**config.mk**
```make
export PLATFORM = sky130hd
export DESIGN_NAME = lcd_serial_sink
export DESIGN_NICKNAME = d
export VERILOG_FILES = /design/src/rtl/lcd_serial_sink.sv
export SDC_FILE = /design/constraint.sdc
export NUM_CORES = 1
export LEC_CHECK = 0
export CAP_MARGIN = 20
export CORE_ASPECT_RATIO = 0.8
export CORE_MARGIN = 10
export CORE_UTILIZATION = 40
export CTS_CLUSTER_SIZE = 12
export DETAILED_ROUTE_END_ITERATION = 12
export GPL_TIMING_DRIVEN = 1
export PLACE_DENSITY_LB_ADDON = 0.15
export SYNTH_ARGS = -nofsm -noshare
export SYNTH_HDL_FRONTEND = slang
export SYNTH_SLANG_ARGS = --single-unit
```
**constraint.sdc**
```tcl
create_clock -name sys_clk -period 2.3 [get_ports sys_clk]
set_input_delay 0.46 -clock sys_clk [delete_from_list [all_inputs] [get_ports sys_clk]]
set_output_delay 0.46 -clock sys_clk [all_outputs]
set_load 0.05 [all_outputs]
```
**src/rtl/lcd_serial_sink.sv**
```systemverilog
// lcd_serial_sink: receives the serial LCD controller stream (sck/sda/rs/cs),
// assembles bytes MSB first, decodes page/column/display commands and emits
// pixel write strobes for display-data bytes.
//
// state | meaning
// IDLE  | cs high, bit counter held at 0
// SHIFT | cs low, sampling sda on sck rising edges
module lcd_serial_sink #(
  parameter int COL_LAST  = 127,
  parameter int PAGE_BITS = 3
) (
  input  logic                 sys_clk,
  input  logic                 reset,
  input  logic                 sck,
  input  logic                 sda,
  input  logic                 rs,
  input  logic                 cs,
  output logic                 byte_valid,
  output logic [7:0]           byte_out,
  output logic                 byte_is_data,
  output logic                 pix_we,
  output logic [PAGE_BITS+6:0] pix_addr,
  output logic [7:0]           pix_data,
  output logic                 disp_on,
  output logic [7:0]           cmd_count,
  output logic                 frame_err
);

  typedef enum logic {IDLE, SHIFT} state_t;

  state_t               state;
  logic                 sck_q;
  logic [2:0]           bit_cnt;
  logic [7:0]           shreg;
  logic [PAGE_BITS-1:0] page;
  logic [6:0]           col;
  logic                 sample;
  logic [7:0]           next_byte;

  // Sample point: rising sck seen while selected; the byte includes the current bit.
  always_comb begin
    sample    = !cs && sck && !sck_q;
    next_byte = {shreg[6:0], sda};
  end

  // Receiver FSM, byte assembly, command decode and pixel strobe generation.
  always_ff @(posedge sys_clk) begin
    if (reset) begin
      state        <= IDLE;
      sck_q        <= 1'b0;
      bit_cnt      <= 3'd0;
      shreg        <= 8'd0;
      page         <= '0;
      col          <= 7'd0;
      byte_valid   <= 1'b0;
      byte_out     <= 8'd0;
      byte_is_data <= 1'b0;
      pix_we       <= 1'b0;
      pix_addr     <= '0;
      pix_data     <= 8'd0;
      disp_on      <= 1'b0;
      cmd_count    <= 8'd0;
      frame_err    <= 1'b0;
    end else begin
      sck_q      <= sck;
      byte_valid <= 1'b0;
      pix_we     <= 1'b0;

      case (state)
        IDLE:    if (!cs) state <= SHIFT;
        SHIFT:   if (cs)  state <= IDLE;
        default: state <= IDLE;
      endcase

      if (cs) begin
        // Deselect mid-byte drops the partial byte and latches the error.
        if (bit_cnt != 3'd0) frame_err <= 1'b1;
        bit_cnt <= 3'd0;
      end else if (sample) begin
        shreg <= next_byte;
        if (bit_cnt == 3'd7) begin
          bit_cnt      <= 3'd0;
          byte_valid   <= 1'b1;
          byte_out     <= next_byte;
          byte_is_data <= rs;
          if (rs) begin
            pix_we   <= 1'b1;
            pix_addr <= {page, col};
            pix_data <= next_byte;
            col      <= (col == COL_LAST[6:0]) ? 7'd0 : col + 7'd1;
          end else begin
            if (cmd_count != 8'hFF) cmd_count <= cmd_count + 8'd1;
            if (next_byte[7:4] == 4'b1011)      page     <= next_byte[PAGE_BITS-1:0];
            else if (next_byte[7:4] == 4'b0001) col[6:4] <= next_byte[2:0];
            else if (next_byte[7:4] == 4'b0000) col[3:0] <= next_byte[3:0];
            else if (next_byte == 8'hAE)        disp_on  <= 1'b0;
            else if (next_byte == 8'hAF)        disp_on  <= 1'b1;
          end
        end else begin
          bit_cnt <= bit_cnt + 3'd1;
        end
      end
    end
  end

endmodule

```
# Word-level counts from Yosys, hierarchy flattened
# Cells that the tools add are included.
# classes
mux	11
n_eq_ne	9
n_bitwise	7
n_reduce_logical	21
addsub	3
# ops
op	count
two-way mux 7 bit	3
== test 8 bit (second input constant)	2
AND reduction 5 bit	3
adder 8 x 1 -> 8 bit (second input constant)	1
two-way mux 4 bit	2
inequality test 8 bit (second input constant)	1
AND reduction 8 bit	1
adder 7 x 1 -> 7 bit (second input constant)	1
== test 7 bit (second input constant)	1
inverter 1 bit	7
two-way mux 3 bit	2
AND reduction 6 bit	1
nonzero test 2 bit	3
== test 4 x 1 -> 1 bit (second input constant)	1
== test 4 bit (second input constant)	1
zero test 4 bit	1
two-way mux 1 bit	4
inequality test 2 bit (second input constant)	2
AND reduction 2 bit	2
AND reduction 4 bit	1
OR reduction 4 bit	1
adder 3 x 1 -> 3 bit (second input constant)	1
== test 3 bit (second input constant)	1
AND reduction 3 bit	1
5 further kinds	7
# word_totals
inputBits	6
reg_bits	60
out_inout_bits	39

# Depth between registers and ports, before layout
# Gate-level depths: netlist of run 1.
# logic_depth
word_depth	5
depth_mapped	8
ltp_nobuf	6

# Worst setup path before layout of run 1
# OpenSTA, ideal clock, no wires.
# synth_path
kind	register to register
from	register cmd_count[0]
to	register cmd_count[1]
setup_time_ns	0.128
setup_slack_ns	0.513
stages_incl_launch_ff	6
arrival_time_ns	1.660
synth_period_minus_slack_ns	1.787
path_cell_list	dfxtp_1 -> ha_1 -> nand2_1 -> o311a_1 -> mux2i_1 -> nor2_1
# synth_via
elab_chain_len	2
word_cells_on_any_way	3
cone_classes	add/sub (1); eq/ne (1); reduce/logical (1)
# synth_lines
item	line_no	text
from (decl)	25	output logic [7:0] cmd_count,
from (signal assigned)	92	if (cmd_count != 8'hFF) cmd_count <= cmd_count + 8'd1;
parallel branches: the longest is 2 deep, another holds adder 8 x 1 -> 8 bit	--	
# Parallel ways; which one is timed is not known.
# A chain may end at the register's enable or synchronous reset.

# Final worst setup path of run 1
# layout_path
from	register cmd_count[2]
to	output port cmd_count[2]
# No word-level cell between the ends.

==> run_results.csv, run 1 <==
group,metric,value,unit
run_status,status,"finished clean",
pwr,p_leak,1.113,nW
synth,synth-async-reset-ratio,0,%
floorplan,die_width,109.2,um
cts,clk_pin_slew,70,ps
timing,setup_viol,0,
setup_path,cp_data_arrival_time,1630,ps
global_routing,grtUsageMet3,6.780,%
global_routing,grt_start_max_net_pins,26,
synth,ys_ff_latch,60,
detailed_routing,drt-total-wl,6.117,mm
placement,io_buffers,44,
cts,insertion_delay,340,ps
timing,min_period,2089,ps
floorplan,dieArea,9969,um^2
cells_and_area,diodes,0,
timing,finalSetupTns,0,ps
setup_path,r2r_slack,370,ps
setup_path,path_buf_inv,1,
floorplan,io-pin-count,45,
cts,clock-sinks,60,
timing,final_max_slew_viol_count,0,
timing,whs,453.7,ps
synth,synthDistinctLibCells,44,
cts,cts_tree,"built",
global_routing,use_met2,18.56,%
global_routing,gr-total-overflow,0,
setup_path,crit_path_end_kind,"primary output",
setup_path,critical_path_class,"flip-flop to primary output",
setup_path,slowest_delay,850,ps
global_routing,met1_usage,15.55,%
detailed_routing,vias,2250,
detailed_routing,ant_nets,0,
synth,synth_ff_type,"dfxtp_1",
cells_and_area,final_net_count,355,
min_path,hp-class,"flip-flop to flip-flop",
synth,synth_top_area_share,47.22,%
timing,hold_viol_final,0,
synth,yosys.area.top_type,"dfxtp_1",
setup_path,critPathMaxFanout,6,
timing,period_share,90.83,%
synth,yosysSeqAreaShare,47.22,%
pwr,total_power,2.155,mW
global_routing,track_usage,12.63,%
synth,ys_warn_count,0,
timing,setup_ws,210.9,ps
cells_and_area,register_area,1201,um^2
synth,syn-cell-area,2544,um^2
floorplan,rows,25,
floorplan,die_height,91.33,um
global_routing,first_global_vias,2064,
floorplan,initial_utilization,42.13,%
cts,root_buffer,"clkbuf_8",
synth,synth_edf_count,0,
timing,relSlewSlack,63.07,%
cells_and_area,fillCellCount,572,
detailed_routing,drc,0,
placement,hpwlAfterDp,4.173,mm
cells_and_area,syn_to_final_growth,29.86,%
cts,holdBufCountCts,0,
setup_path,start_kind,"flip-flop",
detailed_routing,drt_iter0_drc,74,
synth,synthCells,297,
cts,htree_levels,3,
detailed_routing,vias_per_cell,5.233,
cts,post_cts_buffers,0,
pwr,powerDensity,652.5,nW/um^2
cts,cts_buffers,9,
timing,fin_skew,6.432,ps
synth,syn_area_per_cell,8.565,um^2
cts,clk_path_buf_depth,2,
cells_and_area,multi_input_area,1246,um^2
cells_and_area,drive_gt1_share,9.169,%
timing,rsz0062_at_grt,"false",
synth,yosys-top-cells-area,"dfxtp_1 (47%), nand2_1 (9.6%), a21oi_1 (6.7%)",
setup_path,critPathTopFamily,"buffers and inverters",
setup_path,crit_path_cell_trace,"clkdlybuf4s50_1",
synth,synth_fp_nets,308,
detailed_routing,wl_per_cell,14.23,um
pwr,irDropWorstVdd,0.4629,mV
setup_path,slowest_stage,"clkdlybuf4s50_1",
floorplan,core,6037,um^2
global_routing,busiest_layer,"met2",
global_routing,grt_pass1_wl,10.18,mm
flow_run,maxCapViolCount,0,
placement,finalWeightedCongestion,0.8364,
global_routing,antenna_found_initial,0,
detailed_routing,first_pass_iters,4,
timing,tightest_slew,548.9,ps
synth,yosysMostFrequentCell,"nand2_1",
placement,place_ws,152.2,ps
cts,post_cts_resize_count,0,
timing,clock.fmax,0.4787,GHz
setup_path,required,1840,ps
synth,synth_common_cells,"nand2_1 (65), dfxtp_1 (60), a21oi_1 (34)",
-- worst paths after layout --
kind,start,endpoint,cells past startpoint
max,cmd_count[2]$_SDFFE_PP0P_,cmd_count[2],1
max reg2reg,bit_cnt[1]$_SDFFE_PP0N_,col[1]$_SDFFE_PP0P_,7
min,pix_addr[8]$_SDFFE_PP0P_,pix_addr[8]$_SDFFE_PP0P_,2
min reg2reg,pix_addr[8]$_SDFFE_PP0P_,pix_addr[8]$_SDFFE_PP0P_,2
-- cell families (layout without fill, tap and decap cells) --
family                   Yosys count  after routing  share of synthesized area, %
multiplexers                      14             14                         5.509
buffers and inverters             22             74                         4.033
AO/OA/AOI/OAI                     65             65                         15.20
XOR/XNOR                           3              3                         1.033
adder cells (fa/ha/maj)            5              5                         2.459
flip-flops                        60             60                         47.22
AND/OR/NAND/NOR                  128            128                         24.54
-- layout make-up --
type / count / share of cell area, %
inverters: 4 / 0.4545
well taps: 81 / 3.068
repair buffers: 54 / 15.83
clock buffers: 10 / 3.864
clock inverters: 6 / 2.689
multi-input cells: 215 / 37.73
flip-flops and latches: 60 / 36.36
-- cell usage in the layout (no fill, tap or decap), types with 2 or more instances in the layout --
master,count
o21ai_0,9
a21oi_1,34
nor3_1,6
a211oi_1,5
clkdlybuf4s50_1,43
clkinvlp_4,2
dfxtp_1,60
nand3_1,7
o21a_1,2
a31oi_1,4
nor4b_1,2
nor2_4,2
nand2_1,65
nand2b_1,2
mux2i_1,14
inv_1,4
nor4_1,4
xnor2_1,2
nand4_1,2
a2bb2oi_1,2
clkbuf_8,9
nor2b_1,7
ha_1,5
bufinv_16,2
nor2_1,23
buf_4,9
-- stage by stage --
| stage | std cells | utilization [%] | instance area [um^2] |
|---|---|---|---|
| floorplan | 297 | - | 2544 |
| global placement | 414 | 51.13 | 3087 |
| detailed placement | 414 | 51.13 | 3087 |
| CTS | 430 | 54.72 | 3303 |
| global route | 430 | 54.72 | 3303 |
| finish | 430 | 54.72 | 3303 |
-- flip-flops by register name, summed over array words and instances, names as in the netlist --
signal	flops
disp_on	1
bit_cnt	3
cmd_count	8
col	7
pix_data	8
byte_is_data	1
pix_we	1
byte_valid	1
pix_addr	10
frame_err	1
sck_q	1
shreg	7
byte_out	8
page	3
-- per-layer routing --
metal / vias up / part of all wire [%]
li1: 1125 / -
met1: 1060 / 46
met2: 59 / 44
met3: 6 / 8.7
met4: 0 / 1.0
met5: - / 0
-- power breakdown --
part	internal [mW]	total (mW)	switching (mW)
Sequential	1.04	1.05	0.00430
Clock	0.609	1.04	0.428
Combinational	0.0266	0.0718	0.0452
(Power assumes the default switching activity.)
==> inputs of run 2 (changes only) <==
Settings changed: PLACE_DENSITY_LB_ADDON 0.15 to 0.3.
==> run_results.csv, run 2 (synthesis gave the netlist of run 1 again) <==
group,metric,value,unit
cells_and_area,finalInstanceArea,3303,um^2
timing,hold_viol_final,0,
cts,htree_levels,3,
setup_path,critPathMaxFanout,7,
detailed_routing,drt-total-wl,6.022,mm
detailed_routing,ant_nets,0,
cells_and_area,diodes,0,
floorplan,core,6037,um^2
setup_path,rr_endpoint,"col[3]$_SDFFE_PP0P_",
cts,insertion_delay,340,ps
setup_path,r2r_slack,400,ps
floorplan,die_width,109.2,um
setup_path,crit_path_cell_trace,"clkdlybuf4s50_1",
timing,final_max_slew_viol_count,0,
setup_path,slowest_delay,840,ps
cells_and_area,final_net_count,354,
pwr,total_power,2.182,mW
cts,clock-sinks,60,
cts,post_cts_buffers,0,
setup_path,cp.depth,1,
timing,relSlewSlack,63.43,%
setup_path,required,1840,ps
timing,period_share,90.01,%
timing,min_period,2070,ps
setup_path,start_kind,"flip-flop",
min_path,hp-class,"primary input to flip-flop",
cts,post_cts_resize_count,0,
detailed_routing,wl_per_cell,14.07,um
cells_and_area,mostFrequentLayoutCells,"nand2_1 (65), dfxtp_1 (60), clkdlybuf4s50_1 (43)",
setup_path,reg2reg_from,"bit_cnt[0]$_SDFFE_PP0N_",
detailed_routing,drc,0,
placement,hpwlAfterDp,4.186,mm
timing,tightest_slew,543.6,ps
setup_path,critPathTopFamily,"buffers and inverters",
timing,whs,414.4,ps
run_status,status,"finished clean",
cts,clk_pin_slew,70,ps
setup_path,slowest_stage,"clkdlybuf4s50_1",
min_path,hold_end,"cmd_count[5]$_SDFFE_PP0P_",
cts,root_buffer,"clkbuf_8",
placement,finalWeightedCongestion,0.8463,
timing,finalSetupTns,0,ps
setup_path,worst-r2r-cell-count,7,
floorplan,initial_utilization,42.13,%
timing,fin_skew,4.804,ps
pwr,irDropWorstVdd,0.4895,mV
setup_path,critical_path_class,"flip-flop to primary output",
detailed_routing,vias_per_cell,5.187,
cells_and_area,finalNonFillerCells,428,
floorplan,dieArea,9969,um^2
timing,clock.fmax,0.4830,GHz
detailed_routing,first_pass_iters,4,
global_routing,track_usage,12.72,%
cts,cts_buffers,9,
pwr,p_leak,1.117,nW
global_routing,antenna_found_initial,0,
global_routing,gr-total-overflow,0,
timing,setup_viol,0,
global_routing,grt_start_max_net_pins,32,
cells_and_area,syn_to_final_growth,29.86,%
flow_run,maxCapViolCount,0,
global_routing,grt_pass1_wl,10.28,mm
cts,holdBufCountCts,0,
detailed_routing,drt_iter0_drc,103,
floorplan,rows,25,
min_path,min_path_cells,2,
timing,rsz0062_at_grt,"false",
min_path,min_from,"reset",
floorplan,io-pin-count,45,
placement,io_buffers,44,
cells_and_area,layout_commonest_cell,"nand2_1",
detailed_routing,vias,2220,
cells_and_area,largest_reg_flops,10,
setup_path,path_buf_inv,1,
global_routing,first_global_vias,2116,
cells_and_area,top_register,"pix_addr",
cts,clk_path_buf_depth,2,
setup_path,crit_path_end_kind,"primary output",
cells_and_area,drive_gt1_share,8.934,%
cts,cts_tree,"built",
floorplan,die_height,91.33,um
placement,place_area,3079,um^2
setup_path,cp_data_arrival_time,1610,ps
pwr,powerDensity,660.7,nW/um^2
placement,dp.cells,413,
-- run 2: cell count changes in the layout (fill, tap and decap cells not counted), sizes merged --
cell and delta:
clkinv -1, buf -1, clkinvlp -1, clkbuf +1
-- run 2: per-layer routing --
metal,GRT usage (%),share of wire [%],up-vias
li1,-,-,1125
met5,0,0,-
met4,3.618,1.1,0
met3,6.992,9.4,6
met1,15.67,45,1035
met2,18.56,44,54
-- run 2: through the flow --
step | util, % | setup slack [ps]
2_1_floorplan | - | 512.8
3_3_place_gp | 51.01 | 189.5
3_5_place_dp | 51.01 | 155.9
4_1_cts | 54.72 | 197.5
5_1_grt | 54.72 | 142.7
6_report | 54.72 | 229.8
-- run 2: layout make-up --
| type | count | area (um^2) |
|---|---|---|
| Multi-Input combinational cell | 215 | 1246 |
| Inverter | 4 | 15.01 |
| Sequential cell | 60 | 1201 |
| Clock inverter | 4 | 72.57 |
| Timing Repair Buffer | 53 | 515.5 |
| Tap cell | 81 | 101.3 |
| Clock buffer | 11 | 151.4 |
| Fill cell | 559 | 2734 |
-- run 2: power breakdown --
group	switching, mW	total (mW)	internal, mW	leakage (nW)
logic	0.0437	0.0694	0.0257	0.522
registers	0.00424	1.05	1.04	0.483
clock network	0.406	1.07	0.661	0.111
-- run 2: worst max-delay path by stage --
stage                                          from                        end  slack, ps
after floorplan           cmd_count[0]$_SDFFE_PP0P_  cmd_count[1]$_SDFFE_PP0P_        510
after global placement                           cs       page[0]$_SDFFE_PP0P_        190
after detailed placement                        sck       page[1]$_SDFFE_PP0P_        160
after CTS                 cmd_count[3]$_SDFFE_PP0P_               cmd_count[3]        200
after global routing        bit_cnt[0]$_SDFFE_PP0N_  cmd_count[7]$_SDFFE_PP0P_        140
final                     cmd_count[3]$_SDFFE_PP0P_               cmd_count[3]        230
==> inputs of run 3 (changes only) <==
Settings changed: CORE_UTILIZATION 40 to 52, SETUP_SLACK_MARGIN from default to 0.1.
==> run_results.csv, run 3 (synthesis gave the netlist of run 1 again) <==
group,metric,value,unit
cts,root_buffer,"clkbuf_8",
global_routing,grt_pass1_wl,10.23,mm
placement,hpwlAfterDp,4.114,mm
setup_path,worst-r2r-cell-count,7,
detailed_routing,vias_per_cell,5.545,
detailed_routing,ant_nets,0,
placement,place_ws,134.0,ps
setup_path,path_buf_inv,1,
cts,clk_pin_slew,60,ps
global_routing,grt_start_max_net_pins,35,
min_path,hp-class,"flip-flop to flip-flop",
cells_and_area,layout_commonest_cell,"nand2_1",
floorplan,rows,22,
cts,clock-sinks,60,
cts,post_cts_resize_count,0,
pwr,p_leak,1.107,nW
floorplan,dieArea,8106,um^2
timing,tightest_slew,573.3,ps
pwr,power_switching,442.7,uW
timing,final_max_slew_viol_count,0,
placement,finalWeightedCongestion,0.8852,
pwr,pwr-share-clk,46.0,%
setup_path,cp_data_arrival_time,1610,ps
cells_and_area,final_net_count,353,
setup_path,required,1840,ps
pwr,swShare,21.41,%
timing,relSlewSlack,61.43,%
detailed_routing,vias,2257,
floorplan,initial_utilization,54.68,%
cts,post_cts_buffers,0,
timing,hold_viol_final,0,
floorplan,core,4652,um^2
cells_and_area,mostFrequentLayoutCells,"nand2_1 (65), dfxtp_1 (60), clkdlybuf4s50_1 (43)",
cells_and_area,fillCellCount,372,
detailed_routing,drt_iter0_drc,79,
cts,htree_levels,3,
detailed_routing,first_pass_iters,4,
pwr,power_frac_seq,50.6,%
setup_path,crit_end,"cmd_count[2]",
setup_path,r2r_slack,370,ps
cells_and_area,register_area,1201,um^2
cells_and_area,diodes,0,
timing,period_share,90.18,%
global_routing,antenna_found_initial,0,
setup_path,crit_path_cell_trace,"clkdlybuf4s50_1",
run_status,status,"finished clean",
cts,clk_path_buf_depth,2,
cells_and_area,largest_reg_flops,10,
cells_and_area,drive_gt1_share,8.646,%
timing,fin_skew,6.338,ps
setup_path,cp-startpoint,"cmd_count[2]$_SDFFE_PP0P_",
global_routing,first_global_vias,2130,
timing,rsz0062_at_grt,"false",
cells_and_area,final_core_util,70.09,%
pwr,irDropWorstVdd,0.3800,mV
cts,holdBufCountCts,0,
detailed_routing,drc,0,
cells_and_area,syn_to_final_growth,28.19,%
cells_and_area,multi_input_area,1246,um^2
setup_path,critPathMaxFanout,6,
setup_path,start_kind,"flip-flop",
setup_path,reg2reg_from,"bit_cnt[0]$_SDFFE_PP0N_",
setup_path,slowest_delay,850,ps
setup_path,crit_path_end_kind,"primary output",
timing,min_period,2074,ps
timing,finalSetupTns,0,ps
timing,setup_viol,0,
flow_run,maxCapViolCount,0,
cells_and_area,top_register,"pix_addr",
detailed_routing,wl_per_cell,14.70,um
cts,insertion_delay,330,ps
detailed_routing,drt-total-wl,5.981,mm
floorplan,die_height,82.56,um
floorplan,die_width,98.20,um
setup_path,slowest_stage,"clkdlybuf4s50_1",
timing,clock.fmax,0.4821,GHz
cts,cts_tree,"built",
setup_path,cp.depth,1,
timing,setup_ws,225.8,ps
pwr,combPwrFrac,3.4,%
cts,cts_buffers,9,
setup_path,critical_path_class,"flip-flop to primary output",
global_routing,track_usage,15.13,%
pwr,powerDensity,634.0,nW/um^2
global_routing,gr-total-overflow,0,
floorplan,io-pin-count,45,
pwr,total_power,2.067,mW
setup_path,rr_endpoint,"col[3]$_SDFFE_PP0P_",
pwr,intPower,1.625,mW
setup_path,critPathTopFamily,"buffers and inverters",
placement,io_buffers,44,
## run 3: cell types whose count changed in the layout (fill, tap and decap cells not counted), sizes merged
| cell | before | now |
|---|---|---|
| clkinv | 1 | 2 |
| bufinv | 2 | 1 |
| clkbuf | 11 | 12 |
| buf | 10 | 9 |
## run 3: routing by layer
layer / share of wire (%) / GRT usage [%] / vias up
li1: - / - / 1123
met1: 45 / 16.82 / 1075
met2: 47 / 25.86 / 53
met3: 7.0 / 7.220 / 6
met4: 0.80 / 4.143 / 0
met5: 0 / 0 / -
## run 3: worst min path at each step
stage,from,to,depth (start not counted)
after floorplan,page[0]$_SDFFE_PP0P_,pix_addr[7]$_SDFFE_PP0P_,2
after global placement,pix_data[2]$_SDFFE_PP0P_,pix_data[2]$_SDFFE_PP0P_,2
after detailed placement,pix_data[6]$_SDFFE_PP0P_,pix_data[6]$_SDFFE_PP0P_,2
after CTS,pix_data[6]$_SDFFE_PP0P_,pix_data[6]$_SDFFE_PP0P_,2
after global routing,pix_data[6]$_SDFFE_PP0P_,pix_data[6]$_SDFFE_PP0P_,2
final,pix_addr[2]$_SDFFE_PP0P_,pix_addr[2]$_SDFFE_PP0P_,2
## run 3: cell type report
cell class | instances | share of cell area [%]
repair buffers | 52 | 15.96
clock inverters | 4 | 1.458
inverters | 4 | 0.4605
flip-flops and latches | 60 | 36.84
multi-input cells | 215 | 38.22
clock buffers | 12 | 4.758
well taps | 60 | 2.302
## run 3: metrics by stage
step | instances | hold slack, ps | instance area (um^2)
floorplan | 297 | 431.3 | 2544
global placement | 391 | 442.4 | 3058
detailed placement | 391 | 446.2 | 3058
CTS | 407 | 455.1 | 3261
global route | 407 | 466.4 | 3261
finish | 407 | 454.2 | 3261
## run 3: power groups by stage
| stage | combinational, mW | clock (mW) | sequential (mW) |
|---|---|---|---|
| 3_5_place_dp | 0.0702 | 0 | 1.07 |
| 2_1_floorplan | 0.0457 | 0 | 1.07 |
| 5_1_grt | 0.0771 | 1.02 | 1.05 |
| 6_report | 0.0710 | 0.950 | 1.05 |
| 3_3_place_gp | 0.0703 | 0 | 1.07 |
| 4_1_cts | 0.0707 | 0.968 | 1.05 |
